[src/rtl/cluster_pmb_receiver.sv]
// Cluster-side Power Management Bus endpoint. Each channel deserializes the shared
// serial line and commits full words to its cfg or ctrl register on a write request.
module cluster_pmb_receiver #(
    parameter int NB_CH      = 2,
    parameter int DATA_WIDTH = 16
) (
    input  logic                        clk_i,
    input  logic                        rst_i,
    input  logic                        pmb_serial_in_i,
    input  logic [NB_CH-1:0]            pmb_shift_en_i,
    input  logic [NB_CH-1:0]            pmb_select_ctr_i,
    input  logic [NB_CH-1:0]            pmb_pmbw_req_i,
    output logic [NB_CH-1:0]            pmb_ack_o,
    output logic [NB_CH-1:0]            pmb_err_o,
    output logic [NB_CH*DATA_WIDTH-1:0] cfg_o,
    output logic [NB_CH*DATA_WIDTH-1:0] ctrl_o
);

    localparam int CNT_W = $clog2(DATA_WIDTH + 1);
    localparam logic [CNT_W-1:0] CNT_FULL = CNT_W'(DATA_WIDTH);
    localparam logic [CNT_W-1:0] CNT_ONE  = CNT_W'(1);

    typedef enum logic [1:0] {
        ST_IDLE     = 2'd0,
        ST_ACK      = 2'd1,
        ST_WAIT_LOW = 2'd2
    } state_e;

    for (genvar c = 0; c < NB_CH; c++) begin : g_ch
        state_e                  state_r;
        state_e                  state_s;
        logic [DATA_WIDTH-1:0]   sr_r;
        logic [DATA_WIDTH-1:0]   cfg_r;
        logic [DATA_WIDTH-1:0]   ctrl_r;
        logic [CNT_W-1:0]        cnt_r;
        logic                    ack_r;
        logic                    err_r;
        logic                    commit_s;
        logic                    shift_s;
        logic                    full_s;
        logic                    req_s;

        assign req_s  = pmb_pmbw_req_i[c];
        assign full_s = (cnt_r == CNT_FULL);

        // Handshake next-state: commit only on the IDLE->ACK edge, shift only in quiet IDLE
        always_comb begin
            state_s  = state_r;
            commit_s = 1'b0;
            shift_s  = 1'b0;
            case (state_r)
                ST_IDLE: begin
                    if (req_s) begin
                        state_s  = ST_ACK;
                        commit_s = 1'b1;
                    end else begin
                        state_s  = ST_IDLE;
                        shift_s  = pmb_shift_en_i[c];
                    end
                end
                ST_ACK: begin
                    if (req_s) begin
                        state_s = ST_WAIT_LOW;
                    end else begin
                        state_s = ST_IDLE;
                    end
                end
                ST_WAIT_LOW: begin
                    if (req_s) begin
                        state_s = ST_WAIT_LOW;
                    end else begin
                        state_s = ST_IDLE;
                    end
                end
                default: begin
                    state_s = ST_IDLE;
                end
            endcase
        end

        // Handshake state register
        always_ff @(posedge clk_i or posedge rst_i) begin
            if (rst_i) begin
                state_r <= ST_IDLE;
            end else begin
                state_r <= state_s;
            end
        end

        // Shift register, saturating bit counter, target registers and ack/err pulses
        always_ff @(posedge clk_i or posedge rst_i) begin
            if (rst_i) begin
                sr_r   <= '0;
                cnt_r  <= '0;
                cfg_r  <= '0;
                ctrl_r <= '0;
                ack_r  <= 1'b0;
                err_r  <= 1'b0;
            end else begin
                ack_r <= commit_s;
                err_r <= commit_s & ~full_s;
                if (commit_s) begin
                    // sr is deliberately kept; only the counter restarts the frame
                    cnt_r <= '0;
                    if (full_s && pmb_select_ctr_i[c]) begin
                        ctrl_r <= sr_r;
                    end else if (full_s) begin
                        cfg_r <= sr_r;
                    end else begin
                        ctrl_r <= ctrl_r;
                    end
                end else if (shift_s) begin
                    sr_r  <= {sr_r[DATA_WIDTH-2:0], pmb_serial_in_i};
                    cnt_r <= full_s ? cnt_r : (cnt_r + CNT_ONE);
                end else begin
                    cnt_r <= cnt_r;
                end
            end
        end

        assign pmb_ack_o[c]                            = ack_r;
        assign pmb_err_o[c]                            = err_r;
        assign cfg_o[c*DATA_WIDTH +: DATA_WIDTH]       = cfg_r;
        assign ctrl_o[c*DATA_WIDTH +: DATA_WIDTH]      = ctrl_r;
    end

endmodule
[config.mk]
export PLATFORM = sky130hd
export DESIGN_NAME = cluster_pmb_receiver
export DESIGN_NICKNAME = d
export VERILOG_FILES = /design/src/rtl/cluster_pmb_receiver.sv
export SDC_FILE = /design/constraint.sdc
export NUM_CORES = 1
export LEC_CHECK = 0
export CAP_MARGIN = 30
export CELL_PAD_IN_SITES_DETAIL_PLACEMENT = 1
export CELL_PAD_IN_SITES_GLOBAL_PLACEMENT = 1
export CORE_MARGIN = 5
export CORE_UTILIZATION = 30
export DETAILED_ROUTE_END_ITERATION = 8
export PLACE_DENSITY = 0.59
export SETUP_SLACK_MARGIN = 0.3
export SLEW_MARGIN = 40
export SYNTH_ARGS = -nofsm -noshare
export SYNTH_HDL_FRONTEND = slang
export SYNTH_SLANG_ARGS = --single-unit
[constraint.sdc]
create_clock -name clk_i -period 5.6 [get_ports clk_i]
set_clock_uncertainty 0.1 [all_clocks]
set_input_delay 1.12 -clock clk_i [delete_from_list [all_inputs] [get_ports clk_i]]
set_output_delay 1.12 -clock clk_i [all_outputs]
set_load 0.005 [all_outputs]
==> results of run 1 <==
-- metrics by stage --
step / setup WS, ns / hold slack (ns) / total power, uW / std cells / instance area, um^2
after floorplan: 1.39 / 0.344 / 1170 / 325 / 4490
after global placement: 2.23 / 0.374 / 1240 / 571 / 5390
after detailed placement: 2.29 / 0.365 / 1260 / 573 / 5410
after CTS: 2.73 / 0.378 / 2320 / 603 / 5990
after global routing: 2.63 / 0.400 / 2410 / 604 / 6000
final: 2.74 / 0.385 / 2280 / 604 / 6000
-- critical path, delay by kind of cell --
kind	cells	cell delay, ns
multiplexers	1	0.35
buffers and inverters	2	0.84
AND/OR/NAND/NOR	2	0.72
-- cell usage after synthesis (all sizes together) --
library cell,n,share of area
a21oi,4,0.0045
and2,1,0.0014
and3b,2,0.0039
and4bb,1,0.0028
buf,11,0.019
clkbuf,5,0.0042
dfrtp,113,0.63
ha,8,0.022
inv,12,0.010
mux2,80,0.20
mux2i,1,0.0022
nand2,56,0.047
nand3,4,0.0056
nand3b,1,0.0017
nand4,2,0.0042
nand4b,1,0.0020
nor2,3,0.0025
nor3b,2,0.0084
nor4bb,1,0.0022
o211ai,4,0.0067
o21ai,3,0.0033
o31ai,5,0.0084
or2,1,0.0014
or3,4,0.0061
-- final timing paths --
check                                              from  cells after the start                            to
min in group asynchronous                         rst_i                      2       g_ch[1].ack_r$_DFF_PP0_
max reg2reg                g_ch[1].cnt_r[0]$_DFFE_PP0P_                      6  g_ch[1].cfg_r[7]$_DFFE_PP0P_
min                        g_ch[1].cnt_r[4]$_DFFE_PP0P_                      1  g_ch[1].cnt_r[4]$_DFFE_PP0P_
min reg2reg                g_ch[1].cnt_r[4]$_DFFE_PP0P_                      1  g_ch[1].cnt_r[4]$_DFFE_PP0P_
max                                   pmb_pmbw_req_i[1]                      5  g_ch[1].cfg_r[7]$_DFFE_PP0P_
max in group asynchronous                         rst_i                      3   g_ch[1].sr_r[6]$_DFFE_PP0P_
-- layout make-up --
class | instances | area, um^2 | area share
flip-flops and latches | 113 | 2830 | 0.471
clock buffers | 26 | 529 | 0.0882
inverters | 12 | 50.0 | 0.00834
multi-input cells | 184 | 1510 | 0.252
repair buffers | 81 | 806 | 0.134
clock inverters | 4 | 47.5 | 0.00792
well taps | 184 | 230 | 0.0383
-- power by group through the flow --
stage          clock (uW)  combinational (uW)  sequential, uW
5_1_grt              1110                 257            1040
3_3_place_gp            0                 210            1030
4_1_cts              1070                 224            1030
3_5_place_dp            0                 223            1040
2_1_floorplan           0                 173             999
6_report             1040                 220            1020
-- sequential cells by signal, summed over array words and instances, names as in the netlist --
register,count
g_ch.ack_r,1
g_ch.cfg_r,32
g_ch.cnt_r,10
g_ch.ctrl_r,32
g_ch.err_r,2
g_ch.sr_r,32
g_ch.state_r,4
-- routing by layer --
metal  GRT usage  vias to the layer above  share of wire
li1            -                     1283              -
met3      0.0561                       10          0.060
met1       0.140                     1406           0.44
met2       0.192                       56           0.49
met4      0.0407                        0          0.011
met5           0                        -              0
-- logic make-up after synthesis --
logic type,after synthesis,synth area share
flops,113,0.630
fa+ha+maj,8,0.0223
buf+inv,28,0.0334
mux,81,0.203
simple gates,79,0.0889
compound gates,16,0.0228
==> flow_summary_export.csv, run 1 <==
group,metric,value,unit
critical_path,worstPathMaxFanout,10,
synthesis,syn_inst,325,
detailed_routing,dr.pass1.iters,3,
finish,fin_nets,426,
clock_network,cts-root-buf,"clkbuf_16",
sta,finalCritPeriodShare,0.511,
finish,n_fill_cell,1484,
synthesis,synth-seq-cells,113,
power_and_ir_drop,power.density,380,nW/um^2
placement,portBuffers,76,
power_and_ir_drop,p_leak,0.00292,uW
clock_network,cts_tree,"built",
power_and_ir_drop,p_sw_frac,0.249,
finish,area_growth_syn_to_layout,33.7,%
detailed_routing,viasPerCell,4.56,
finish,final_common_cell,"dfrtp_1",
min_path,hp-class,"reg2reg",
grt,grt_pass1_vias,3061,
finish,post_route_cells_drive_above_1_share,0.288,
placement,hpwl,6360,um
synthesis,synth_nets,342,
sta,setup_viol,0,
placement,place_congestion,0.693,
synthesis,netlist_area,4490,um^2
detailed_routing,routed_wl,9620,um
sta,maxSlewViolCount,0,
sta,finalHoldViolCount,0,
floorplanning,initial_core_util,0.308,
clock_network,cts.clk_slew.worst_paths,0.05,ns
critical_path,cp-end-kind,"flip-flop",
floorplanning,io_pins,77,
detailed_routing,drtIter0Drc,110,
critical_path,slowest_delay,0.56,ns
finish,final_util,0.411,
sta,fmax,0.349,GHz
detailed_routing,vias,2755,
sta,relSlewSlack,0.532,
clock_network,htreeDepth,4,
sta,worstMarginPinSlew,0.702,ns
grt,overflow,0,
status,run_status,"completed",
power_and_ir_drop,p_sw,567,uW
power_and_ir_drop,p_comb_frac,0.096,
sta,fin_tns_setup,0,ns
power_and_ir_drop,intPower,1710,uW
grt,grt_first_pass_wirelength,16600,um
critical_path,r2r_slack,3.23,ns
floorplanning,rows,44,
clock_network,clk_latency,0.41,ns
detailed_routing,wl_per_cell,15.9,um
sta,rsz0062_at_grt,"no",
clock_network,numCtsBuffers,17,
critical_path,path_cells,"clkdlybuf4s50_1 -> nand2_1 -> nor3b_4 -> buf_4 -> mux2_2",
floorplanning,die_y,132,um
synthesis,synth.avg_cell_area,13.8,um^2
grt,antenna_found_initial,0,
detailed_routing,drc,0,
power_and_ir_drop,ir_drop,0.195,mV
clock_network,clk_path_buf_depth,2,
job,cap_violations,0,
critical_path,arrival,3.05,ns
floorplanning,die-area,17500,um^2
detailed_routing,antenna_left,0,
grt,track_usage,0.119,
clock_network,cts.sinks,113,
finish,n_antenna_cell,0,
critical_path,startpoint_type,"input port",
power_and_ir_drop,seqPwrFrac,0.449,
critical_path,criticalPathCategory,"in2reg",
floorplanning,fp.dieW,132,um
floorplanning,core_area,14600,um^2
clock_network,cts_hold_buffers,0,
grt,grt_start_max_net_pins,68,
clock_network,cts.repair.resized,0,
clock_network,cts_setup_buffers,0,
power_and_ir_drop,p_clk_frac,0.455,
synthesis,yosysSeqAreaShare,0.630,
finish,mostFrequentLayoutCells,"dfrtp_1, mux2_2, clkdlybuf4s50_1",
critical_path,crit_required,5.78,ns
synthesis,ys_types,30,
synthesis,ys.warnings.count,0,
sta,min_period,2.86,ns
critical_path,slowest_stage,"clkdlybuf4s50_1",
(Power assumes the default switching activity.)
==> inputs of run 2 (changes only) <==
Settings changed: PLACE_DENSITY 0.59 to 0.61.
Clock period 5.6 ns to 2.4 ns, I/O delays scaled along.
==> flow_summary_export.csv, run 2 (synthesis gave the netlist of run 1 again) <==
group,metric,value,unit
sta,worstMarginPinSlew,0.651,ns
floorplanning,core_area,14600,um^2
floorplanning,fp.dieW,132,um
sta,finalHoldViolCount,0,
placement,place_congestion,0.677,
clock_network,cts_tree,"built",
power_and_ir_drop,p_leak,0.00294,uW
critical_path,criticalPathCategory,"reg2reg",
finish,mostFrequentLayoutCells,"dfrtp_1, mux2_2, clkdlybuf4s50_1",
critical_path,cp-end-kind,"flip-flop",
sta,fin_tns_setup,0,ns
sta,finalCritPeriodShare,0.839,
detailed_routing,antenna_left,0,
grt,grt_first_pass_wirelength,16800,um
clock_network,cts.clk_slew.worst_paths,0.05,ns
finish,n_antenna_cell,0,
critical_path,arrival,2.20,ns
grt,track_usage,0.120,
finish,fin_nets,432,
floorplanning,rows,44,
grt,grt_use_met2,0.188,
sta,fmax,0.497,GHz
placement,hpwl,6410,um
floorplanning,die_y,132,um
grt,grtUsageMet1,0.146,
grt,overflow,0,
clock_network,cts_setup_buffers,0,
sta,setup_viol,0,
sta,maxSlewViolCount,0,
finish,area_growth_syn_to_layout,35.1,%
finish,post_route_cells_drive_above_1_share,0.297,
detailed_routing,viasPerCell,4.62,
clock_network,cts.sinks,113,
critical_path,crit_required,2.59,ns
job,cap_violations,0,
min_path,hp-class,"reg2reg",
grt,antenna_found_initial,0,
clock_network,htreeDepth,4,
detailed_routing,routed_wl,9880,um
detailed_routing,vias,2825,
finish,instances_no_fill,612,
floorplanning,initial_core_util,0.308,
clock_network,cts-root-buf,"clkbuf_16",
finish,top_regs,"g_ch.cfg_r: 32 flops, g_ch.ctrl_r: 32 flops, g_ch.sr_r: 32 flops",
finish,n_fill_cell,1496,
clock_network,numCtsBuffers,17,
grt,grt_util_met3,0.0599,
grt,grt_start_max_net_pins,114,
power_and_ir_drop,ir_drop,0.432,mV
sta,rsz0062_at_grt,"no",
critical_path,startpoint_type,"flip-flop",
clock_network,clk_path_buf_depth,2,
finish,final_util,0.416,
detailed_routing,wl_per_cell,16.1,um
placement,dp_slack,0.206,ns
detailed_routing,drc,0,
floorplanning,die-area,17500,um^2
floorplanning,io_pins,77,
detailed_routing,drtIter0Drc,123,
grt,busiest_layer,"met2",
placement,portBuffers,76,
placement,dp_cells,580,
sta,min_period,2.01,ns
clock_network,cts_hold_buffers,0,
finish,final_common_cell,"dfrtp_1",
sta,setup_ws,0.387,ns
detailed_routing,dr.pass1.iters,2,
grt,grt_pass1_vias,3219,
clock_network,clk_latency,0.41,ns
power_and_ir_drop,power.density,862,nW/um^2
status,run_status,"completed",
critical_path,worstPathMaxFanout,13,
sta,relSlewSlack,0.566,
## run 2: changes by cell type in the layout (fill, tap and decap cells not counted), sizes merged
| cell | delta |
|---|---|
| clkinv | +3 |
| buf | +6 |
| inv | -1 |
## run 2: routing by layer
layer  wire [um]  part of all wire
met1        4360              0.44
met2        4770              0.48
met3         639             0.065
met4         114             0.012
met5           0                 0
## run 2: path summary, 6_finish.rpt
kind,from,depth (start not counted),to,slack [ns]
worst max-delay path,g_ch[0].cnt_r[0]$_DFFE_PP0P_,7,g_ch[0].ctrl_r[6]$_DFFE_PP0P_,0.39
worst min-delay path,g_ch[1].ctrl_r[2]$_DFFE_PP0P_,1,g_ch[1].ctrl_r[2]$_DFFE_PP0P_,0.40
worst max register to register,g_ch[0].cnt_r[0]$_DFFE_PP0P_,7,g_ch[0].ctrl_r[6]$_DFFE_PP0P_,0.39
worst min register to register,g_ch[1].ctrl_r[2]$_DFFE_PP0P_,1,g_ch[1].ctrl_r[2]$_DFFE_PP0P_,0.40
max in group asynchronous,rst_i,3,g_ch[0].ctrl_r[0]$_DFFE_PP0P_,1.19
min in group asynchronous,rst_i,3,g_ch[1].ack_r$_DFF_PP0_,0.45
## run 2: timing repair
item | CTS | global route
resized for setup | 2 | 1
setup endpoints to repair | 14 | 16
hold endpoints to repair | 0 | 0
pin swaps | 0 | 0
## run 2: area by class of cell
cell class | count | area (um^2) | share of cell area
clock inverters | 6 | 55.1 | 0.00907
multi-input cells | 184 | 1520 | 0.251
inverters | 12 | 48.8 | 0.00804
flip-flops and latches | 113 | 2830 | 0.466
repair buffers | 87 | 893 | 0.147
well taps | 184 | 230 | 0.0379
clock buffers | 26 | 489 | 0.0806
## run 2: power breakdown
group | switching [uW] | leakage [uW] | internal (uW) | total (uW)
combinational | 276 | 0.00112 | 259 | 535
sequential | 238 | 0.00155 | 2150 | 2390
clock | 816 | 0.000272 | 1490 | 2310
total | 1330 | 0.00294 | 3900 | 5230
## run 2: critical path: stages, from the launching register on
cell      delay (ns)
dfrtp_1         0.41
inv_1           0.07
ha_1            0.13
nor4bb_2        0.30
buf_4           0.22
nand3_2         0.17
buf_12          0.21
mux2_2          0.27
## run 2: through the flow
stage / hold slack, ns / power, uW / area, um^2
floorplan: 0.344 / 2730 / 4490
global placement: 0.368 / 2920 / 5510
detailed placement: 0.379 / 2960 / 5510
CTS: 0.409 / 5330 / 6060
global route: 0.427 / 5530 / 6070
finish: 0.401 / 5230 / 6070
